File: src/rtl/taxi_eth_mcf_pkg.sv
// MAC control frame constants shared by the receive parser and the pause timer bank.
// Prescale defaults are clock cycles per 512-bit-time quantum, minus 1.
package taxi_eth_mcf_pkg;

    localparam logic [15:0] McfEthertype = 16'h8808;
    localparam logic [15:0] McfOpcodeLfc = 16'h0001;
    localparam logic [15:0] McfOpcodePfc = 16'h0101;
    localparam logic [47:0] McfPfcDstMac = 48'h0180C2000001;

    localparam int unsigned QuantumBitTimes = 512;

    localparam logic [7:0] PrescaleMiiNibble = 8'd127;
    localparam logic [7:0] PrescaleGmiiByte  = 8'd63;
    localparam logic [7:0] PrescaleByte100m  = 8'd63;
    localparam logic [7:0] PrescaleWord32    = 8'd15;
    localparam logic [7:0] PrescaleWord64    = 8'd7;

    // Prescale setting for a datapath carrying dp_width bits per clock.
    function automatic logic [7:0] quanta_prescale(input int unsigned dp_width);
        int unsigned cycles;
        cycles = QuantumBitTimes / dp_width;
        return 8'(cycles - 1);
    endfunction

endpackage

File: src/rtl/taxi_eth_pause_timer_ch.sv
// Single pause channel: quanta timer with load-over-decrement priority and
// registered stat pulses for the accepted load.
module taxi_eth_pause_timer_ch
    import taxi_eth_mcf_pkg::*;
#(
    parameter int unsigned QUANTA_W = 16
) (
    input  logic                clk_i,
    input  logic                rst_i,
    input  logic                enable_i,
    input  logic                tick_i,
    input  logic                load_i,
    input  logic [QUANTA_W-1:0] load_quanta_i,
    input  logic                pause_ack_i,
    output logic                pause_req_o,
    output logic                stat_xon_o,
    output logic                stat_xoff_o,
    output logic                stat_paused_o
);

    logic [QUANTA_W-1:0] timer_q, timer_d;
    logic                xon_q, xon_d;
    logic                xoff_q, xoff_d;
    logic                paused_q, paused_d;

    assign pause_req_o   = (timer_q != '0);
    assign stat_xon_o    = xon_q;
    assign stat_xoff_o   = xoff_q;
    assign stat_paused_o = paused_q;

    always_comb begin
        timer_d  = timer_q;
        xon_d    = 1'b0;
        xoff_d   = 1'b0;
        paused_d = pause_req_o & pause_ack_i;
        if (!enable_i) begin
            timer_d = '0;
        end else if (load_i) begin
            // A new frame restarts the pause rather than adding to it.
            timer_d = load_quanta_i;
            xon_d   = (load_quanta_i == '0);
            xoff_d  = (load_quanta_i != '0);
        end else if (tick_i && timer_q != '0) begin
            timer_d = timer_q - 1'b1;
        end
    end

    always_ff @(posedge clk_i or posedge rst_i) begin
        if (rst_i) begin
            timer_q  <= '0;
            xon_q    <= 1'b0;
            xoff_q   <= 1'b0;
            paused_q <= 1'b0;
        end else begin
            timer_q  <= timer_d;
            xon_q    <= xon_d;
            xoff_q   <= xoff_d;
            paused_q <= paused_d;
        end
    end

endmodule

File: src/rtl/taxi_eth_pfc_pause_timer.sv
// Receive-side pause quanta timer bank: shared quantum prescaler plus CH_CNT
// independent channel timers (CH_CNT=1 for LFC, 8 for PFC).
module taxi_eth_pfc_pause_timer
    import taxi_eth_mcf_pkg::*;
#(
    parameter int unsigned CH_CNT     = 8,
    parameter int unsigned QUANTA_W   = 16,
    parameter int unsigned PRESCALE_W = 8
) (
    input  logic                         clk,
    input  logic                         rst,
    input  logic                         cfg_enable,
    input  logic [PRESCALE_W-1:0]        cfg_quanta_prescale,
    input  logic                         load_valid,
    input  logic [CH_CNT-1:0]            load_en,
    input  logic [CH_CNT*QUANTA_W-1:0]   load_quanta,
    input  logic [CH_CNT-1:0]            pause_ack,
    output logic [CH_CNT-1:0]            pause_req,
    output logic                         stat_pkt,
    output logic [CH_CNT-1:0]            stat_xon,
    output logic [CH_CNT-1:0]            stat_xoff,
    output logic [CH_CNT-1:0]            stat_paused
);

    logic [PRESCALE_W-1:0] presc_q, presc_d;
    logic                  tick;
    logic                  pkt_q, pkt_d;
    logic [CH_CNT-1:0]     ch_load;

    always_comb begin
        presc_d = presc_q;
        tick    = 1'b0;
        if (!cfg_enable) begin
            presc_d = '0;
        end else if (presc_q == cfg_quanta_prescale) begin
            tick    = 1'b1;
            presc_d = '0;
        end else if (presc_q > cfg_quanta_prescale) begin
            // Prescale was lowered under the running count: restart silently.
            presc_d = '0;
        end else begin
            presc_d = presc_q + 1'b1;
        end
    end

    assign ch_load = (cfg_enable && load_valid) ? load_en : '0;
    assign pkt_d   = |ch_load;
    assign stat_pkt = pkt_q;

    always_ff @(posedge clk or posedge rst) begin
        if (rst) begin
            presc_q <= '0;
            pkt_q   <= 1'b0;
        end else begin
            presc_q <= presc_d;
            pkt_q   <= pkt_d;
        end
    end

    for (genvar i = 0; i < CH_CNT; i++) begin : g_ch
        taxi_eth_pause_timer_ch #(
            .QUANTA_W(QUANTA_W)
        ) u_ch (
            .clk_i         (clk),
            .rst_i         (rst),
            .enable_i      (cfg_enable),
            .tick_i        (tick),
            .load_i        (ch_load[i]),
            .load_quanta_i (load_quanta[i*QUANTA_W +: QUANTA_W]),
            .pause_ack_i   (pause_ack[i]),
            .pause_req_o   (pause_req[i]),
            .stat_xon_o    (stat_xon[i]),
            .stat_xoff_o   (stat_xoff[i]),
            .stat_paused_o (stat_paused[i])
        );
    end

endmodule

File: config.mk
export PLATFORM = sky130hd
export DESIGN_NAME = taxi_eth_pfc_pause_timer
export DESIGN_NICKNAME = d
export VERILOG_FILES = /design/src/rtl/taxi_eth_mcf_pkg.sv /design/src/rtl/taxi_eth_pause_timer_ch.sv /design/src/rtl/taxi_eth_pfc_pause_timer.sv
export SDC_FILE = /design/constraint.sdc
export NUM_CORES = 1
export LEC_CHECK = 0
export ABC_AREA = 1
export BUFFER_PORTS_ARGS = -buffer_cell sky130_fd_sc_hd__buf_2
export CAP_MARGIN = 20
export CORE_ASPECT_RATIO = 1.4
export CORE_MARGIN = 5
export CORE_UTILIZATION = 53
export DETAILED_ROUTE_END_ITERATION = 7
export HOLD_SLACK_MARGIN = 0.03
export PLACE_DENSITY_LB_ADDON = 0.25
export SYNTH_ARGS = -nofsm -noshare
export SYNTH_HDL_FRONTEND = slang
export SYNTH_SLANG_ARGS = --single-unit
File: constraint.sdc
create_clock -name clk -period 5.4 [get_ports clk]
set_input_delay 0.81 -clock clk [delete_from_list [all_inputs] [get_ports clk]]
set_output_delay 0.81 -clock clk [all_outputs]
set_load 0.01 [all_outputs]
==> run_results.csv <==
group,metric,value,unit
global_route,antenna_found_initial,1,
timing,maxSlewHeadroom,51.9,%
worst_setup_path,start_kind,"primary input",
placement,gp_congestion,0.970,
final_layout,layout.cells.non_filler,2248,
final_layout,mostFrequentLayoutCells,"637 x nand2_1, 252 x nor2_1, 188 x buf_2",
power_and_ir_drop,internal_power,2.70,mW
worst_setup_path,cpMaxStageDelayCell,"nor2_1",
power_and_ir_drop,power,4.50,mW
worst_setup_path,path_cells,"buf_2 -> nand2_4 -> inv_6 -> nand2_2 -> inv_2 -> nor2_1 -> nand2_2 -> nand2_2 -> inv_2 -> nand2_1 -> nand2_1",
power_and_ir_drop,static-leakage-power,7.27,nW
logic_synthesis,ys_seq_area_share,34.3,%
logic_synthesis,synth_top_cell_area_share,34.3,%
die,initial_core_util,53.7,%
worst_setup_path,slowest_delay,0.56,ns
route,ant_nets,0,
die,core,21900,um^2
final_layout,final_layout_size_suffix_gt1_share,15.4,%
power_and_ir_drop,switching_share,40.1,%
cts,path_clk_slew,0.07,ns
timing,hold_viol,0,
run,max_cap_violations,0,
final_layout,fin_nets,2120,
final_layout,syn_to_final_growth,12.3,%
power_and_ir_drop,power.share.clock,26.9,%
timing,fin_tns_setup,0,ns
global_route,grt_max_degree,77,
placement,io_buffers,188,
route,avgRoutedWirePerCell,14.7,um
worst_setup_path,cp.arrival,3.21,ns
worst_setup_path,cp_num_buf_inv,4,
die,fp.dieH,186,um
worst_setup_path,path_max_fanout,22,
worst_setup_path,path_delay_family,"simple AND/OR/NAND/NOR gates",
placement,dp.cells,2217,
power_and_ir_drop,pwr-share-comb,38.7,%
global_route,grtUsageTotal,26.2,%
global_route,grt_pass1_wl,53600,um
route,drt-pass1-iter-count,5,
cts,cts_resized,0,
global_route,grt_pass1_vias,11500,
cts,clock-root-buffer,"clkbuf_16",
logic_synthesis,yosys.cell_types.count,41,
cts,cts_sinks,161,
cts,ctsHtreeMaxLevel,4,
cts,cts_tree,"built",
logic_synthesis,synthCells,1801,
power_and_ir_drop,power_density,341,nW/um^2
timing,fin_crit_sh,53.5,%
timing,fmaxAchievable,0.346,GHz
cts,clk_latency,0.43,ns
route,viasPerCell,5.37,
worst_setup_path,end_kind,"register",
route,routed_wl,33100,um
route,drt-initial-drc-count,690,
worst_setup_path,cp.required,5.72,ns
timing,drv_slew,0,
logic_synthesis,synth_area_leader_cell,"dfrtp_1",
global_route,overflow,0,
logic_synthesis,syn_nets,1982,
final_layout,design_area,13200,um^2
cts,postCtsSetupBuffers,0,
power_and_ir_drop,vdd_drop_max,229,uV
power_and_ir_drop,p_switching,1.81,mW
route,vias,12100,
worst_setup_path,critPathMostFrequentCell,"nand2_2",
cts,cts_buffers,17,
logic_synthesis,synth.cell_area,11700,um^2
power_and_ir_drop,p_seq_share,34.4,%
timing,finClkSkew,0.0102,ns
timing,layout_min_cycle_time,2.89,ns
logic_synthesis,synth.area.top_cells,"dfrtp_1 34%, nand2_1 20%, nor2_1 8.1%",
final_layout,layout_commonest_cell,"nand2_1",
placement,hpwl,25300,um
die,ios,189,
die,die_w,136,um
cts,clockBufferDepth,2,
logic_synthesis,syn_area_per_cell,6.52,um^2
timing,finalSetupViolCount,0,
worst_hold_path,hold_path_class,"in2async",
timing,worst_pin_slew,0.721,ns
logic_synthesis,ys_warn_count,0,
timing,rsz0062_at_grt,"no",
die,dieArea,25300,um^2
worst_setup_path,crit_type,"in2reg",
logic_synthesis,ys_seq_elements,161,
die,rows,64,
cts,ctsHoldBuffers,0,
placement,placed_cell_area,12600,um^2
route,drc,0,
outcome,status,"finished, final reports clean",
-- cell families after synthesis --
group | share of synthesized area, %
and+or+nand+nor | 43.3
buffers and inverters | 9.26
AOI/OAI and AO/OA | 8.68
DFF | 34.3
adders and majority gates | 2.66
xor gates and xnor gates | 1.42
muxes | 0.341
-- per-layer routing --
| layer | vias to the layer above | GRT usage [%] | wire (um) |
|---|---|---|---|
| met2 | 391 | 46.3 | 16600 |
| li1 | 6010 | - | - |
| met1 | 5590 | 32.2 | 13500 |
| met3 | 77 | 3.77 | 1910 |
| met5 | - | 0 | 0 |
| met4 | 0 | 11.2 | 1130 |
-- area by class of cell --
class,count,area [um^2]
repair buffers,191,963
multi-input cells,1407,6630
inverters,161,619
clock inverters,10,111
flip-flops and latches,161,4030
well taps,297,372
fillers,2149,8670
diodes,1,2.50
clock buffers,20,467
-- sequential cells by signal (all words and copies together), names as in the netlist --
name,cells
g_ch.u_ch.stat_xoff_o,8
presc_q,8
g_ch.u_ch.stat_xon_o,8
stat_pkt,1
g_ch.u_ch.stat_paused_o,8
g_ch.u_ch.timer_q,128
-- cell usage after synthesis (all sizes together) --
cell type,count
buf,64
nor4,37
xnor2,1
mux2i,4
nor3,3
a22oi,4
o22ai,26
nand3,144
clkbuf,8
inv,161
or2,25
a21boi,7
ha,25
nor2,265
a21oi,44
nand4,12
nand2,664
o211ai,4
xor2,18
o21ai,73
dfrtp,161
nand3b,20
and2,12
o2111ai,1
o21bai,18
-- path summary, 6_finish.rpt --
| check | cells past startpoint | from | slack (ns) | to |
|---|---|---|---|---|
| min in group clk | 1 | presc_q[0] | 0.50 | presc_q[0] |
| max in group asynchronous | 3 | rst | 3.74 | g_ch[4].u_ch.stat_paused_o |
| worst max register to register | 10 | presc_q[3] | 3.14 | g_ch[2].u_ch.timer_q[14] |
| worst min register to register | 1 | presc_q[0] | 0.50 | presc_q[0] |
| worst max-delay path | 11 | cfg_enable | 2.51 | g_ch[7].u_ch.timer_q[14] |
| worst min-delay path | 2 | rst | 0.50 | g_ch[1].u_ch.timer_q[2] |
-- power groups by stage --
stage	registers [mW]	logic [mW]	clock network [mW]
2_1_floorplan	1.51	1.37	0
3_5_place_dp	1.57	1.73	0
3_3_place_gp	1.56	1.70	0
6_report	1.55	1.74	1.21
5_1_grt	1.57	2.01	1.27
4_1_cts	1.54	1.74	1.23
-- stage by stage --
stage / hold WS [ns] / setup WS [ns] / util [%]
floorplan: 0.454 / 0.242 / -
global placement: 0.489 / 2.19 / 57.7
detailed placement: 0.496 / 2.09 / 57.7
CTS: 0.504 / 2.55 / 60.3
global route: 0.530 / 2.22 / 60.3
finish: 0.500 / 2.51 / 60.3
Power figures use the tool's default switching activity.
